## config.mk

```make
export PLATFORM = sky130hd
export DESIGN_NAME = vga_timing_gen_flat
export DESIGN_NICKNAME = d
export VERILOG_FILES = /design/src/rtl/vga_timing_gen_if.sv /design/src/rtl/vga_timing_gen.sv /design/src/flat_wrapper.sv
export SDC_FILE = /design/constraint.sdc
export NUM_CORES = 1
export LEC_CHECK = 0
export BUFFER_PORTS_ARGS = -buffer_cell sky130_fd_sc_hd__buf_2
export CAP_MARGIN = 20
export CORE_MARGIN = 2
export CORE_UTILIZATION = 40
export CTS_CLUSTER_DIAMETER = 40
export DETAILED_ROUTE_END_ITERATION = 10
export MAX_ROUTING_LAYER = met4
export PLACE_DENSITY_LB_ADDON = 0.2
export SLEW_MARGIN = 30
export SYNTH_ARGS = -nofsm -noshare
export SYNTH_HDL_FRONTEND = slang
export SYNTH_SLANG_ARGS = --single-unit
```

## constraint.sdc

```tcl
create_clock -name pclk -period 2.4 [get_ports pclk]
set_input_delay 0.12 -clock pclk [delete_from_list [all_inputs] [get_ports pclk]]
set_output_delay 0.12 -clock pclk [all_outputs]
set_load 0.01 [all_outputs]
```

## src/rtl/vga_timing_gen_if.sv

```systemverilog
// Timing bundle fanned out from vga_timing_gen to the screen and overlay stages.
// The generator drives it through the master modport; consumers use slave.
interface vga_timing_gen_if;
  logic [10:0] hcount_out;
  logic [10:0] vcount_out;
  logic        hsync_out;
  logic        vsync_out;
  logic        hblnk_out;
  logic        vblnk_out;
  logic        frame_tick;
  logic [7:0]  frame_cnt;

  modport master (
    output hcount_out,
    output vcount_out,
    output hsync_out,
    output vsync_out,
    output hblnk_out,
    output vblnk_out,
    output frame_tick,
    output frame_cnt
  );

  modport slave (
    input hcount_out,
    input vcount_out,
    input hsync_out,
    input vsync_out,
    input hblnk_out,
    input vblnk_out,
    input frame_tick,
    input frame_cnt
  );
endinterface

```

## src/rtl/vga_timing_gen.sv

```systemverilog
// Raster timing source: pixel/line counters, sync and blank flags, and a frame tick
// with a free-running frame counter. Defaults give 1024x768 @ 60 Hz on 65 MHz.
module vga_timing_gen #(
  parameter int unsigned H_ACTIVE = 1024,
  parameter int unsigned H_FP     = 24,
  parameter int unsigned H_SYNC   = 136,
  parameter int unsigned H_BP     = 160,
  parameter int unsigned V_ACTIVE = 768,
  parameter int unsigned V_FP     = 3,
  parameter int unsigned V_SYNC   = 6,
  parameter int unsigned V_BP     = 29
) (
  input  logic              pclk,
  input  logic              rst_n,
  vga_timing_gen_if.master  vga
);

  localparam logic [10:0] H_ACT      = 11'(H_ACTIVE);
  localparam logic [10:0] H_SYNC_BEG = 11'(H_ACTIVE + H_FP);
  localparam logic [10:0] H_SYNC_END = 11'(H_ACTIVE + H_FP + H_SYNC);
  localparam logic [10:0] H_LAST     = 11'(H_ACTIVE + H_FP + H_SYNC + H_BP - 1);

  localparam logic [10:0] V_ACT      = 11'(V_ACTIVE);
  localparam logic [10:0] V_SYNC_BEG = 11'(V_ACTIVE + V_FP);
  localparam logic [10:0] V_SYNC_END = 11'(V_ACTIVE + V_FP + V_SYNC);
  localparam logic [10:0] V_LAST     = 11'(V_ACTIVE + V_FP + V_SYNC + V_BP - 1);

  logic [10:0] hcount_reg, hcount_next;
  logic [10:0] vcount_reg, vcount_next;
  logic        hsync_reg,  hsync_next;
  logic        vsync_reg,  vsync_next;
  logic        hblnk_reg,  hblnk_next;
  logic        vblnk_reg,  vblnk_next;
  logic        tick_reg,   tick_next;
  logic [7:0]  fcnt_reg,   fcnt_next;

  logic h_last;
  logic v_last;

  assign h_last = (hcount_reg == H_LAST);
  assign v_last = (vcount_reg == V_LAST);

  // Flags are decoded from the counts about to be loaded so they line up with them.
  always_comb begin
    hcount_next = hcount_reg + 11'd1;
    vcount_next = vcount_reg;
    tick_next   = 1'b0;
    fcnt_next   = fcnt_reg;

    if (h_last) begin
      hcount_next = 11'd0;
      if (v_last) begin
        vcount_next = 11'd0;
        tick_next   = 1'b1;
        fcnt_next   = fcnt_reg + 8'd1;
      end else begin
        vcount_next = vcount_reg + 11'd1;
      end
    end

    hblnk_next = (hcount_next >= H_ACT);
    vblnk_next = (vcount_next >= V_ACT);
    hsync_next = (hcount_next >= H_SYNC_BEG) && (hcount_next < H_SYNC_END);
    vsync_next = (vcount_next >= V_SYNC_BEG) && (vcount_next < V_SYNC_END);
  end

  always_ff @(posedge pclk or negedge rst_n) begin
    if (!rst_n) begin
      hcount_reg <= 11'd0;
      vcount_reg <= 11'd0;
      hsync_reg  <= 1'b0;
      vsync_reg  <= 1'b0;
      hblnk_reg  <= 1'b0;
      vblnk_reg  <= 1'b0;
      tick_reg   <= 1'b0;
      fcnt_reg   <= 8'd0;
    end else begin
      hcount_reg <= hcount_next;
      vcount_reg <= vcount_next;
      hsync_reg  <= hsync_next;
      vsync_reg  <= vsync_next;
      hblnk_reg  <= hblnk_next;
      vblnk_reg  <= vblnk_next;
      tick_reg   <= tick_next;
      fcnt_reg   <= fcnt_next;
    end
  end

  assign vga.hcount_out = hcount_reg;
  assign vga.vcount_out = vcount_reg;
  assign vga.hsync_out  = hsync_reg;
  assign vga.vsync_out  = vsync_reg;
  assign vga.hblnk_out  = hblnk_reg;
  assign vga.vblnk_out  = vblnk_reg;
  assign vga.frame_tick = tick_reg;
  assign vga.frame_cnt  = fcnt_reg;

endmodule
```

## src/flat_wrapper.sv

```systemverilog
// flat-port wrapper written by rule: the top's interface ports become plain ports
module vga_timing_gen_flat 
#(
  parameter int unsigned H_ACTIVE = 1024,
  parameter int unsigned H_FP     = 24,
  parameter int unsigned H_SYNC   = 136,
  parameter int unsigned H_BP     = 160,
  parameter int unsigned V_ACTIVE = 768,
  parameter int unsigned V_FP     = 3,
  parameter int unsigned V_SYNC   = 6,
  parameter int unsigned V_BP     = 29
)
  (pclk, rst_n, vga_hcount_out, vga_vcount_out, vga_hsync_out, vga_vsync_out, vga_hblnk_out, vga_vblnk_out, vga_frame_tick, vga_frame_cnt);
  vga_timing_gen_if vga_i ();
  input  logic pclk;
  input  logic rst_n;
  output wire logic [$bits(vga_i.hcount_out)-1:0] vga_hcount_out;
  output wire logic [$bits(vga_i.vcount_out)-1:0] vga_vcount_out;
  output wire logic [$bits(vga_i.hsync_out)-1:0] vga_hsync_out;
  output wire logic [$bits(vga_i.vsync_out)-1:0] vga_vsync_out;
  output wire logic [$bits(vga_i.hblnk_out)-1:0] vga_hblnk_out;
  output wire logic [$bits(vga_i.vblnk_out)-1:0] vga_vblnk_out;
  output wire logic [$bits(vga_i.frame_tick)-1:0] vga_frame_tick;
  output wire logic [$bits(vga_i.frame_cnt)-1:0] vga_frame_cnt;
  assign vga_hcount_out = vga_i.hcount_out;
  assign vga_vcount_out = vga_i.vcount_out;
  assign vga_hsync_out = vga_i.hsync_out;
  assign vga_vsync_out = vga_i.vsync_out;
  assign vga_hblnk_out = vga_i.hblnk_out;
  assign vga_vblnk_out = vga_i.vblnk_out;
  assign vga_frame_tick = vga_i.frame_tick;
  assign vga_frame_cnt = vga_i.frame_cnt;
  vga_timing_gen #(.H_ACTIVE(H_ACTIVE), .H_FP(H_FP), .H_SYNC(H_SYNC), .H_BP(H_BP), .V_ACTIVE(V_ACTIVE), .V_FP(V_FP), .V_SYNC(V_SYNC), .V_BP(V_BP)) u_core (.pclk(pclk), .rst_n(rst_n), .vga(vga_i));
endmodule
```

[Yosys cells after proc, flatten, opt, wreduce, memory -nomap -nowiden]
Index checks and enable logic that the tools add are counted.
Widths: inputs -> output; s select.
Storage, ports and cells
  bits in registers: 35
Cells by class
  $add $sub $neg: 3
  magnitude comparators: 6
  equal/unequal tests: 2
  muxes and demuxes: 5
  reductions and logical operators: 3
Operators with widths (count)
  $mux 11: 3
  $add 11x1->11 const B: 2
  $ge 11x10->1 const B: 2
  $ge 11x11->1 const B: 2
  $eq 11x10->1 const B: 1
  $eq 11x11->1 const B: 1
  $lt 11x10->1 const B: 1
  $lt 11x11->1 const B: 1
  $add 8x1->8 const B: 1
  $logic_and 1x1->1: 2
  $mux 1: 2
  $reduce_and 2->1: 1

[Longest topological paths before layout]
Gate-level depths: netlist of run 1.
  depth after elaboration: 5
  gate-level depth with buffers: 8

[Worst setup path after synthesis of run 1]
No wires, ideal clock.
  kind: flip-flop to flip-flop
  start: register u_core.vcount_reg[6], in the netlist u_core.vga.vcount_out[6]
  end: register u_core.vsync_reg, in the netlist u_core.vga.vsync_out
  library setup time: 0.096 ns
  arrival: 2.368 ns
  data required time: 2.304 ns
  slack: -0.064 ns
  stages on the path, launching flop included: 8
  cell sequence: dfrtp_1 buf_6 or4b_1 or4_4 o21ai_1 a32oi_1 o32a_1 nor4_2
On the way
  longest elaborated chain between the ends: 5
  elaborated cells on any way between the ends: 7
Ends and longest elaborated chain
  start: declaration: RTL line vga_timing_gen.sv:29  | logic [10:0] vcount_reg, vcount_next;
  start signal: assignment: RTL line vga_timing_gen.sv:79  | vcount_reg <= vcount_next;
  $add 11x1->11 or $eq 11x10->1 (tied branches): RTL line vga_timing_gen.sv:57, vga_timing_gen.sv:41
  $mux 11: RTL line vga_timing_gen.sv:52  | if (v_last) begin
  $mux 11 (*): RTL line vga_timing_gen.sv:50  | if (h_last) begin
  $ge 11x10->1 or $lt 11x10->1 (tied branches): RTL line vga_timing_gen.sv:64  | vsync_next = (vcount_next >= V_SYNC_BEG) && (vcount_next < V_SYNC_END);
  $logic_and 1x1->1 (*): RTL line vga_timing_gen.sv:64
  named net u_core.vsync_next: RTL line vga_timing_gen.sv:31  | logic vsync_reg, vsync_next;
  end signal: assignment: RTL line vga_timing_gen.sv:81  | vsync_reg <= vsync_next;
  end: declaration: RTL line vga_timing_gen.sv:31
The timed path passes the listed nets; every way through them passes the cells marked *.
A chain may end at the register's enable or synchronous reset.

[Worst setup path after layout of run 1]
  start: register u_core.hcount_reg[6], in the netlist u_core.vga.hcount_out[6]
  end: register u_core.vsync_reg, in the netlist u_core.vga.vsync_out
On the way
  longest elaborated chain between the ends: 4
  elaborated cells on any way between the ends: 5
Ends and longest elaborated chain
  start: declaration: RTL line vga_timing_gen.sv:28  | logic [10:0] hcount_reg, hcount_next;
  start signal: assignment: RTL line vga_timing_gen.sv:78  | hcount_reg <= hcount_next;
  $eq 11x11->1 (*): RTL line vga_timing_gen.sv:40  | assign h_last = (hcount_reg == H_LAST);
  $mux 11 (*): RTL line vga_timing_gen.sv:50
  $ge 11x10->1 or $lt 11x10->1 (tied branches): RTL line vga_timing_gen.sv:64
  $logic_and 1x1->1 (*): RTL line vga_timing_gen.sv:64
  named net u_core.vsync_next: RTL line vga_timing_gen.sv:31
Marked as above.

==> impl_results.md, run 1 <==
- Die W: 73.6 µm
- Syn Std Cell Area: 0.00194 mm²
- Final hold vios: 0
- Synth Flop Type: dfrtp_1
- Top cell type's share of synthesized area: 45.2%
- Met2 Use GR: 24.9%
- Top cell family by delay on the critical path: simple AND/OR/NAND/NOR gates
- Vias: 1,658
- Outcome: finished, final reports clean
- MaxCap Viol Count: 0
- DP Cell Count: 294
- Number of global-route vias before repair: 1,440
- Final TNS setup: 0 ns
- Clk pin slew, worst setup/hold paths: 0.07 ns
- Ant diodes: 0
- First DRT Iteration DRCs: 127
- Unrepaired setup endpoints after global routing: false
- Die area: 0.00541 mm²
- Critical-path maximum fanout: 7
- Root Buffer: clkbuf_8
- Worst Path Arrival: 2.51 ns
- Critical path cell sequence: or4b_4, or3_4, buf_4, nor2_4, a211oi_1, or3_1, nor4_2
- GR met3 Demand/Resource: 4.12%
- Crit path required time: 2.59 ns
- Setup violators final: 0
- Measured slew at the worst slew-check pin: 0.803 ns
- Worst min path class: in -> async
- FMAX: 0.432 GHz
- Gr busiest metal: met2
- Synth top area cells: dfrtp_1, xor2_1, xnor2_1
- DRC: 0
- Clock Path Buffers: 2
- Relative slew slack: 46.4%
- Post-synthesis average cell area: 10.1 µm²
- Layout cell share with drive strength beyond 1: 31.9%
- Fin util: 53.1%
- Routed vias/inst: 5.38
- Worst-Skew Late Latency: 0.29 ns
- Cells after synthesis: 192
- Starting Density: 41.3%
- Drt first pass iters: 4
- TritonCTS clock tree: done
- Global-route wire length before repair: 6980 µm
- Register area share after synthesis: 45.2%
- Synth Warn #: 0
- Initial antenna violation count: 0
- Final cell count without fillers: 308
- Critical path class: reg -> reg
- Syn Nets: 199
- Worst path bufs/invs: 1
- Num rows: 25
- Final HPWL DP: 3090 µm
- Cts bufs inserted: 5
- R2R setup slack: 0.08 ns
- Minimum clock period: 2.32 ns
- Final period utilization: 96.5%
- Core area: 0.00469 mm²
- Routability cong.: 0.790
- LEAKAGE: 1.21 nW
- Clock sinks: 35
- CP peak stage delay: 0.57 ns
- Flops & latches, synth: 35
- Worst vdd ir: 0.000312 V
- Count leader, synth: dfrtp_1
- Number of enable flip-flop cells after synthesis: 0
- GRT Total Usage: 17.4%
- Final #Nets: 260
- Number of port buffers: 36
- M1 GR Usage: 24.1%
- Count of unique library cells instantiated by Yosys: 49
- GRT Residual Overflow: 0
- Chip Height: 73.6 µm
- CP max-delay cell: or4b_4
- Antenna violation net count after detailed routing: 0
- Largest net degree at the start of global routing: 36
- Post-DR wirelength/cell: 14.1 µm
- Fin. max-slew vios: 0
- Io pins: 37
- Fill cell count: 429
- Max H-tree Level: 2
- WL final: 4350 µm
- Largest area contributor in the netlist: dfrtp_1
- Pwr/cell area: 492 mW/mm²
- Synthesis-to-layout area growth: 28.6%
- Total power: 1.23 mW
- Crit start category: flop
- Fin Clk Skew: 0.00733 ns
- Synth cell count leaders: dfrtp_1, nand2_1, nor2_1
- Synth async-reset ratio: 100%
- CP Capture Type: flop
metrics by stage:
stage	cell area, µm²	hold WS (ns)	setup slack, ns
floorplan	1940	-0.176	0.00432
global placement	2300	0.258	0.115
detailed placement	2300	0.255	0.0521
CTS	2450	0.483	0.0250
global route	2490	0.520	0.00634
finish	2490	0.467	0.0846
layer usage:
layer  routed length [µm]  part of all wire (%)
met1                 2050                    47
met2                 2030                    47
met3                  228                   5.2
met4                   36                  0.83
met5                    0                     0
logic make-up (layout without fill, tap and decap cells):
kind of cell	Yosys count	in the layout	share of synthesized area, %
and+or+nand+nor	82	82	25.5
muxes	3	3	1.75
buffers and inverters	11	73	2.71
AOI/OAI and AO/OA	35	35	12.1
DFF	35	35	45.2
adders and majority gates	5	5	3.23
xor gates and xnor gates	21	21	9.50
path summary, 6_finish.rpt:
path / start / end / cells after the start
setup / recovery: u_core.vga.hcount_out[6] / u_core.vga.vsync_out / 7
hold / removal: rst_n / u_core.vga.vcount_out[2] / 2
setup reg to reg: u_core.vga.hcount_out[6] / u_core.vga.vsync_out / 7
hold reg to reg: u_core.vga.frame_cnt[7] / u_core.vga.frame_cnt[7] / 1
max in group asynchronous: rst_n / u_core.vga.vcount_out[1] / 2
min in group pclk: u_core.vga.frame_cnt[7] / u_core.vga.frame_cnt[7] / 1
report_power, final:
| part | switching (mW) | internal, mW |
|---|---|---|
| Sequential | 0 | 0.590 |
| Combinational | 0.0116 | 0.00163 |
| Clock | 0.208 | 0.415 |
| Total | 0.219 | 1.01 |
cell usage in the layout (no fill, tap or decap), types with 3 or more instances in the layout:
| cell type | Yosys | routed |
|---|---|---|
| nand2b_1 | 5 | 5 |
| nand2_1 | 17 | 17 |
| o21ai_1 | 8 | 8 |
| inv_1 | 3 | 3 |
| o21ai_0 | 5 | 5 |
| nand4_1 | 4 | 4 |
| nand3_1 | 12 | 12 |
| buf_4 | 1 | 24 |
| xor2_1 | 11 | 11 |
| ha_1 | 5 | 5 |
| and4_1 | 4 | 4 |
| clkbuf_8 | 0 | 5 |
| o31ai_1 | 4 | 4 |
| nor2_1 | 15 | 15 |
| a21oi_1 | 5 | 5 |
| dfrtp_1 | 35 | 35 |
| buf_2 | 0 | 36 |
| xnor2_1 | 10 | 10 |
registers in the layout (all words and copies together) (netlist names):
name                   flops
u_core.vga.hcount_out     11
u_core.vga.vcount_out     11
u_core.vga.frame_cnt       8
u_core.vga.frame_tick      1
u_core.vga.hblnk_out       1
u_core.vga.hsync_out       1
u_core.vga.vblnk_out       1
u_core.vga.vsync_out       1
timing repair:
item / 4_1_cts / 5_1_grt
hold endpoints to repair: 35 / 0
gates resized for setup: 0 / 3
setup endpoints to repair: 0 / 3
hold buffers: 1 / 0
setup buffers: 0 / 5
area by class of cell:
class                           instances  area (µm²)  share of cell area [%]
Timing Repair Buffer                   62         390                    15.7
Multi-Input combinational cell        146        1010                    40.7
Clock buffer                            6        72.6                    2.91
Clock inverter                          2        60.1                    2.41
Tap cell                               54        67.6                    2.71
Sequential cell                        35         876                    35.2
Inverter                                3        11.3                   0.452
(Power assumes the default switching activity.)
==> run 2: changes to the inputs <==
CELL_PAD_IN_SITES_DETAIL_PLACEMENT = 1   (was not set)
CELL_PAD_IN_SITES_GLOBAL_PLACEMENT = 2   (was not set)
CORE_UTILIZATION = 31   (was 40)
SETUP_SLACK_MARGIN = 0.4   (was not set)
==> run 2 against run 1 <==
Effect of this change:
- non-clock buffer count grew 10
- hold slack lost 0.0095 ns
- fmax shrank 0.64%
- clock skew grew 0.00080 ns
- wire length grew 26%
- cell area grew 8.9%
- global-route usage shrank 1.3 points
- register-to-register slack is essentially flat
- clock-buffer cell count is the same
- cell count grew 10%
- via count grew 4.2%
- critical path depth shrank 1
==> impl_results.md, run 2 (same netlist as run 1, synthesis figures left out) <==
- Outcome: finished, final reports clean
- R2R Path Start: u_core.vga.vcount_out[6]
- Crit path required time: 2.60 ns
- Synthesis-to-layout area growth: 40.1%
- GRT Residual Overflow: 0
- Critical path class: reg -> reg
- Initial antenna violation count: 0
- Max H-tree Level: 2
- Number of global-route vias before repair: 1,694
- LEAKAGE: 1.33 nW
- Final period utilization: 97.1%
- Unrepaired setup endpoints after global routing: true
- Setup violators final: 0
- Clock Path Buffers: 2
- CP Capture Type: flop
- Worst hold slack: 0.457 ns
- Layout cell share with drive strength beyond 1: 42.3%
- Cts bufs inserted: 5
- Fill cell count: 701
- Routed vias/inst: 5.08
- Post-DR wirelength/cell: 16.1 µm
- First DRT Iteration DRCs: 78
- CP peak stage delay: 0.53 ns
- FF-to-FF End: u_core.vga.vsync_out
- Reg area: 877 µm²
- Pwr/cell area: 379 mW/mm²
- Final cell count without fillers: 340
- Largest net degree at the start of global routing: 36
- Worst-Skew Late Latency: 0.29 ns
- Total power: 1.03 mW
- Final hold vios: 0
- Io pins: 37
- Worst min path class: in -> async
- Ant diodes: 0
- TritonCTS clock tree: done
- DP Cell Count: 318
- Final HPWL DP: 3690 µm
- Fin Clk Skew: 0.00813 ns
- Root Buffer: clkbuf_8
- Die area: 0.00689 mm²
- GRT Total Usage: 16.1%
- Relative slew slack: 44.8%
- Starting Density: 32.3%
- R2R setup slack: 0.07 ns
- GR met3 Demand/Resource: 3.08%
- Worst Path Arrival: 2.53 ns
- Minimum clock period: 2.33 ns
- Measured slew at the worst slew-check pin: 0.827 ns
- Fin. max-slew vios: 0
- Met2 Use GR: 24.9%
- CP max-delay cell: or4b_4
- Most frequent cells in the layout: buf_2, dfrtp_1, buf_4
- Gr busiest metal: met2
- Vias: 1,728
- Die W: 83.0 µm
- Core area: 0.00599 mm²
- Clk pin slew, worst setup/hold paths: 0.08 ns
- Critical path cell sequence: or4b_4, or4_4, nand2_4, o22ai_2, o32a_1, nor4_2
- WL final: 5490 µm
- DRC: 0
- Crit start category: flop
- Global-route wire length before repair: 8700 µm
- Register-to-Register Path Depth: 6
- Chip Height: 83.0 µm
- Worst vdd ir: 0.000192 V
- Clock sinks: 35
- Area of the multi-input gates: 0.00116 mm²
- Num rows: 28
- Final #Nets: 271
- Routability cong.: 0.737
- Top cell family by delay on the critical path: simple AND/OR/NAND/NOR gates
- M1 GR Usage: 21.5%
- Antenna violation net count after detailed routing: 0
- Commonest non-fill, non-tap cell in the layout: buf_2
- MaxCap Viol Count: 0
- Number of port buffers: 36
- Drt first pass iters: 4
- Critical-path maximum fanout: 4
- FMAX: 0.429 GHz
- Worst path bufs/invs: 0
[run 2: changes by cell type in the layout (fill, tap and decap cells not counted), sizes merged]
cell | previous run | this run
buf | 61 | 71
clkinvlp | 0 | 1
bufinv | 2 | 0
clkinv | 0 | 1
or3 | 3 | 4
[run 2: cell type report]
class,count,share of cell area [%]
timing repair buffer,72,17.9
sequential,35,32.3
clock inverter,2,0.461
multi-input combinational,147,42.7
inverter,3,0.415
tap,75,3.46
clock buffer,6,2.68
[run 2: where the power goes]
part           internal (mW)  switching, mW  total [mW]
Clock                  0.203          0.221       0.424
Sequential             0.589              0       0.589
Combinational        0.00162         0.0119      0.0135
[run 2: metrics by stage]
| stage | utilization [%] | worst slack [ns] | area, µm² | setup TNS [ns] |
|---|---|---|---|---|
| final | 45.3 | 0.0697 | 2710 | 0 |
| after global routing | 45.3 | -0.0376 | 2710 | -0.0376 |
| after floorplan | - | 0.0536 | 1950 | 0 |
| after CTS | 41.3 | 0.0675 | 2470 | 0 |
| after detailed placement | 39.2 | 0.0217 | 2350 | 0 |
| after global placement | 39.2 | 0.0537 | 2350 | 0 |
[run 2: per-layer routing]
metal	vias up	part of all wire, %
met2	27	49
li1	831	-
met1	865	47
met4	0	0.87
met3	5	2.9
met5	-	0
[run 2: worst max path at each step]
stage                         endpoint  depth (start not counted)  slack, ns                startpoint
5_1_grt           u_core.vga.vsync_out                          6      -0.04  u_core.vga.vcount_out[6]
3_3_place_gp   u_core.vga.frame_cnt[7]                          6       0.05  u_core.vga.hcount_out[6]
6_report          u_core.vga.vsync_out                          6       0.07  u_core.vga.vcount_out[6]
2_1_floorplan     u_core.vga.vsync_out                          7       0.05  u_core.vga.hcount_out[6]
3_5_place_dp      u_core.vga.vsync_out                          6       0.02  u_core.vga.hcount_out[7]
4_1_cts           u_core.vga.vsync_out                          6       0.07  u_core.vga.vcount_out[6]
[run 2: what timing repair did]
action	CTS	global route
gates resized for setup	2	37
pin swaps	2	16
cloned	0	1
hold buffers	1	0
endpoints found under the hold margin	35	0
setup buffers	3	9
setup endpoints to repair	13	16
